==> src/rtl/sys_arr_param.sv <==
// Weight-stationary ROWS x COLS systolic MAC array with input skew and output deskew.
// Optional macro SYS_ARR_SAT_EN makes every partial-sum addition saturate instead of wrap.
module sys_arr_param #(
   parameter int ROWS = 4,
   parameter int COLS = 4,
   parameter int DW   = 8,
   parameter int AW   = 24
) (
   input  logic                 clk,
   input  logic                 rst,
   input  logic                 w_valid,
   output logic                 w_ready,
   input  logic [COLS*DW-1:0]   w_data,
   input  logic                 a_valid,
   output logic                 a_ready,
   input  logic [ROWS*DW-1:0]   a_data,
   input  logic                 a_last,
   output logic                 y_valid,
   output logic [COLS*AW-1:0]   y_data,
   output logic                 busy
);
   localparam int CW  = (ROWS > 1) ? $clog2(ROWS) : 1;
   localparam int LAT = ROWS + COLS;

   typedef enum logic [1:0] {IDLE, LOAD, RUN, DRAIN} state_t;

   state_t               state_reg, state_next;
   logic [CW-1:0]        wcnt_reg, wcnt_next;
   logic [LAT-1:0]       vld_reg;
   logic                 y_valid_reg;
   logic [COLS*AW-1:0]   y_data_reg;
   logic                 w_acc, a_acc;

   // Array interconnect: activations flow right, partial sums flow down.
   logic signed [DW-1:0] act_h   [ROWS][COLS];
   logic signed [AW-1:0] ps_v    [ROWS][COLS];
   logic signed [AW-1:0] dsk_out [COLS];

   assign w_acc   = w_valid & w_ready;
   assign a_acc   = a_valid & a_ready;
   assign y_valid = y_valid_reg;
   assign y_data  = y_data_reg;

   always_ff @(posedge clk or posedge rst) begin
      if (rst) begin
         state_reg <= IDLE;
         wcnt_reg  <= '0;
      end else begin
         state_reg <= state_next;
         wcnt_reg  <= wcnt_next;
      end
   end

   always_comb begin
      state_next = state_reg;
      wcnt_next  = wcnt_reg;
      w_ready    = 1'b0;
      a_ready    = 1'b0;
      busy       = 1'b1;
      case (state_reg)
         IDLE, LOAD: begin
            w_ready = 1'b1;
            busy    = (state_reg != IDLE);
            if (w_valid) begin
               if (wcnt_reg == CW'(ROWS - 1)) begin
                  state_next = RUN;
                  wcnt_next  = '0;
               end else begin
                  state_next = LOAD;
                  wcnt_next  = wcnt_reg + 1'b1;
               end
            end
         end
         RUN: begin
            a_ready = 1'b1;
            if (a_valid && a_last) begin
               state_next = DRAIN;
            end
         end
         DRAIN: begin
            // Leave once nothing is left in flight; the final y_valid is then on the output.
            if (vld_reg == '0) begin
               state_next = IDLE;
            end
         end
         default: state_next = IDLE;
      endcase
   end

   always_ff @(posedge clk or posedge rst) begin
      if (rst) begin
         vld_reg <= '0;
      end else begin
         vld_reg <= {vld_reg[LAT-2:0], a_acc};
      end
   end

   // Row gi sees its activation gi cycles after row 0; bubbles inject zeros.
   for (genvar gi = 0; gi < ROWS; gi++) begin : g_skew
      logic signed [DW-1:0] sk_reg [gi+1];

      always_ff @(posedge clk or posedge rst) begin
         if (rst) begin
            for (int k = 0; k <= gi; k++) begin
               sk_reg[k] <= '0;
            end
         end else begin
            sk_reg[0] <= a_acc ? a_data[gi*DW +: DW] : '0;
            for (int k = 1; k <= gi; k++) begin
               sk_reg[k] <= sk_reg[k-1];
            end
         end
      end

      assign act_h[gi][0] = sk_reg[gi];
   end

   for (genvar gi = 0; gi < ROWS; gi++) begin : g_row
      for (genvar gj = 0; gj < COLS; gj++) begin : g_pe
         logic signed [DW-1:0]   w_reg;
         logic signed [AW-1:0]   ps_reg;
         logic signed [AW-1:0]   ps_in;
         logic signed [AW-1:0]   ps_next;
         logic signed [2*DW-1:0] prod;
         logic signed [AW-1:0]   prod_x;

         always_ff @(posedge clk or posedge rst) begin
            if (rst) begin
               w_reg <= '0;
            end else if (w_acc && (wcnt_reg == CW'(gi))) begin
               w_reg <= w_data[gj*DW +: DW];
            end
         end

         if (gi == 0) begin : g_top
            assign ps_in = '0;
         end else begin : g_mid
            assign ps_in = ps_v[gi-1][gj];
         end

         assign prod   = (2*DW)'(act_h[gi][gj]) * (2*DW)'(w_reg);
         assign prod_x = AW'(prod);

`ifdef SYS_ARR_SAT_EN
         localparam logic signed [AW-1:0] SAT_MAX = {1'b0, {(AW-1){1'b1}}};
         localparam logic signed [AW-1:0] SAT_MIN = {1'b1, {(AW-1){1'b0}}};
         logic signed [AW:0] sum_w;

         // One guard bit exposes overflow; clamp toward the sign of the true sum.
         assign sum_w   = {ps_in[AW-1], ps_in} + {prod_x[AW-1], prod_x};
         assign ps_next = (sum_w[AW] != sum_w[AW-1]) ? (sum_w[AW] ? SAT_MIN : SAT_MAX)
                                                     : sum_w[AW-1:0];
`else
         assign ps_next = ps_in + prod_x;
`endif

         always_ff @(posedge clk or posedge rst) begin
            if (rst) begin
               ps_reg <= '0;
            end else begin
               ps_reg <= ps_next;
            end
         end

         assign ps_v[gi][gj] = ps_reg;

         if (gj < COLS - 1) begin : g_fwd
            logic signed [DW-1:0] act_reg;

            always_ff @(posedge clk or posedge rst) begin
               if (rst) begin
                  act_reg <= '0;
               end else begin
                  act_reg <= act_h[gi][gj];
               end
            end

            assign act_h[gi][gj+1] = act_reg;
         end
      end
   end

   // Column gj finishes gj cycles after column 0, so it waits COLS-1-gj cycles.
   for (genvar gj = 0; gj < COLS; gj++) begin : g_dsk
      localparam int D = COLS - 1 - gj;

      if (D == 0) begin : g_pass
         assign dsk_out[gj] = ps_v[ROWS-1][gj];
      end else begin : g_dly
         logic signed [AW-1:0] d_reg [D];

         always_ff @(posedge clk or posedge rst) begin
            if (rst) begin
               for (int k = 0; k < D; k++) begin
                  d_reg[k] <= '0;
               end
            end else begin
               d_reg[0] <= ps_v[ROWS-1][gj];
               for (int k = 1; k < D; k++) begin
                  d_reg[k] <= d_reg[k-1];
               end
            end
         end

         assign dsk_out[gj] = d_reg[D-1];
      end
   end

   always_ff @(posedge clk or posedge rst) begin
      if (rst) begin
         y_valid_reg <= 1'b0;
         y_data_reg  <= '0;
      end else begin
         y_valid_reg <= vld_reg[LAT-1];
         if (vld_reg[LAT-1]) begin
            for (int c = 0; c < COLS; c++) begin
               y_data_reg[c*AW +: AW] <= dsk_out[c];
            end
         end
      end
   end

endmodule

==> config.mk <==
export PLATFORM = sky130hd
export DESIGN_NAME = sys_arr_param
export DESIGN_NICKNAME = d
export VERILOG_FILES = /design/src/rtl/sys_arr_param.sv
export SDC_FILE = /design/constraint.sdc
export NUM_CORES = 2
export LEC_CHECK = 0
export CELL_PAD_IN_SITES_DETAIL_PLACEMENT = 1
export CELL_PAD_IN_SITES_GLOBAL_PLACEMENT = 2
export CORE_MARGIN = 1
export CORE_UTILIZATION = 45
export CTS_BUF_LIST = sky130_fd_sc_hd__clkbuf_8
export DETAILED_ROUTE_END_ITERATION = 8
export PLACE_DENSITY_LB_ADDON = 0.1
export SLEW_MARGIN = 15
export SYNTH_ARGS = -nofsm -noshare
export SYNTH_HDL_FRONTEND = slang
export SYNTH_SLANG_ARGS = --single-unit
==> constraint.sdc <==
create_clock -name clk -period 37.7 [get_ports clk]
set_input_delay 7.54 -clock clk [delete_from_list [all_inputs] [get_ports clk]]
set_output_delay 7.54 -clock clk [all_outputs]
set_load 0.01 [all_outputs]
==> results.json <==
{
  "yosys_warnings": 0,
  "ios": 169,
  "worstRegToRegCells": 15,
  "yosys_most_used_dff": "dfrtp_1",
  "antenna_found_initial": 7,
  "whs_ps": 331.2,
  "routabilityCongestion": 0.7999,
  "post_cts_buffers": 0,
  "worst_ep_arrival_time_ps": 10990,
  "grt_util_all_layers_pct": 21.62,
  "final_cell_mix": "1413 x inv_1, 1180 x fa_1, 786 x dfrtp_1",
  "drt-initial-drc-count": 1318,
  "synth.ff_latch_count": 787,
  "path_class": "primary input to asynchronous set/reset pin",
  "critical_path_required_ps": 38470,
  "grt_pass1_vias": 52780,
  "htree_levels": 4,
  "start_util_pct": 45.30,
  "max_freq_mhz": 97.79,
  "ys_seq_area_share_pct": 27.48,
  "synth.distinct_cells": 60,
  "drc": 0,
  "rows": 146,
  "finalMaxSlewViolations": 0,
  "hold_path_class": "flip-flop to flip-flop",
  "critPathMaxFanout": 75,
  "grt_max_degree": 186,
  "largest_reg_flops": 280,
  "outcome": "finished, final reports clean",
  "cts.sink_count": 787,
  "reg2reg_slack_ps": 31630,
  "r2r_start": "g_row[3].g_pe[0].w_reg[0]",
  "finalSetupViolCount": 0,
  "rsz0062_at_grt": "false",
  "die_area_um2": 160800,
  "io_buffer_count": 168,
  "worst_pin_slew_ps": 1105,
  "hold_viol_final": 0,
  "clk-insertion-delay-late_ps": 890,
  "die-width_um": 401.1,
  "post_drt_wl_per_cell_um": 18.03,
  "post_cts_resize_count": 0,
  "fin_crit_sh_pct": 27.13,
  "grt_pass1_wl_um": 277400,
  "cts.path.max_buffers": 3,
  "ant_nets": 0,
  "cts_root_buf": "clkbuf_8",
  "drive_gt1_share_pct": 6.991,
  "nets": 8487,
  "finalSetupTns_ps": 0,
  "post-dp-hpwl_um": 130200,
  "startpoint_type": "primary input",
  "worstHoldPathCells": 0,
  "core_area_um2": 158200,
  "fin_area_um2": 78740,
  "endpoint_kind": "asynchronous set/reset pin",
  "post_synth.cell_area_avg_um2": 11.24,
  "vias": 43910,
  "clk_pin_slew_ps": 60,
  "area_growth_pct": 9.886,
  "vias_per_cell": 4.990,
  "die_h_um": 401.1,
  "synth_edf_count": 0,
  "synth_nets": 8245,
  "dr.pass1.iters": 4,
  "fin_crit_ps": 10230,
  "netlist_area_um2": 71660,
  "wirelength_um": 158700,
  "hold_buffers": 0,
  "synthArstFlopShare_pct": 100.0,
  "placed_area_um2": 75690,
  "cts_buffers": 141,
  "hp-start": "g_dsk[0].g_dly.d_reg[28]",
  "cts_tree": "built",
  "grt_overflow": 0,
  "hold_path_end": "dsk_out[76]",
  "final_common_cell": "inv_1",
  "synthCells": 6376,
  "slew_headroom_pct": 26.32,
  "finClkSkew_ps": 46.35,
  "maxCapViolations": 0,
  "r2r-end": "g_row[3].g_pe[0].ps_reg[17]"
}
==> layout make-up <==
class,instances,area [µm²]
Sequential cell,787,19700
Clock buffer,165,2271
Clock inverter,83,778.2
Multi-Input combinational cell,4124,46400
Antenna cell,4,10.01
Tap cell,2072,2592
Timing Repair Buffer,181,1792
Inverter,1383,5199
Fill cell,16940,79450
==> routing by layer <==
layer	wire (µm)	track usage, %	part of all wire [%]	vias up
met3	3650	2.776	2.3	231
li1	-	-	-	20060
met2	85030	39.88	54	395
met5	52	0	0.033	-
met4	3693	5.458	2.3	8
met1	66250	26.58	42	23210
==> worst max path at each step <==
stage	to	cells past startpoint	slack [ps]	startpoint
after global routing	vld_reg[7]	5	26900	rst
after detailed placement	vld_reg[7]	5	26370	rst
after CTS	vld_reg[7]	5	27340	rst
after global placement	vld_reg[7]	5	26450	rst
after floorplan	act_h[24]	1	8060	rst
final	vld_reg[7]	5	27470	rst
==> cells in the mapped netlist (37+ instances only) <==
library cell | count | area share (%)
nor3_1 | 37 | 0.26
and3_1 | 44 | 0.38
ha_1 | 620 | 11
nor2b_1 | 96 | 0.84
inv_1 | 1383 | 7.2
nand2b_1 | 44 | 0.38
dfrtp_1 | 787 | 27
o21ai_0 | 88 | 0.61
a21oi_1 | 115 | 0.80
clkbuf_1 | 46 | 0.24
fa_1 | 1180 | 33
mux2_2 | 219 | 3.4
and2_1 | 552 | 4.8
xnor2_1 | 204 | 2.5
nand2_1 | 418 | 2.2
o21a_1 | 42 | 0.44
nor2_1 | 140 | 0.73
==> cell families after synthesis <==
kind of cell	after synthesis	synth area share, %
DFF	787	27.48
adders and majority gates	1800	43.79
xor gates and xnor gates	232	2.836
buffers and inverters	1465	7.779
muxes	222	3.483
and+or+nand+nor	1423	10.44
AOI/OAI and AO/OA	447	4.185
==> per-stage QoR <==
stage / utilization [%] / std cells / setup slack (ps)
final: 49.78 / 8799 / 27470
after global routing: 49.78 / 8799 / 26900
after CTS: 49.77 / 8795 / 27340
after detailed placement: 47.84 / 8547 / 26370
after global placement: 47.84 / 8547 / 26450
after floorplan: - / 6376 / 8063
==> critical path, stage by stage <==
cell and delay, ps:
clkdlybuf4s50_1 490, inv_8 380, buf_4 810, buf_4 760
buf_4 820
Power is left out: the tool's default activity adds up to more than one toggle a clock period on the data nets, which glitch-free logic cannot reach.
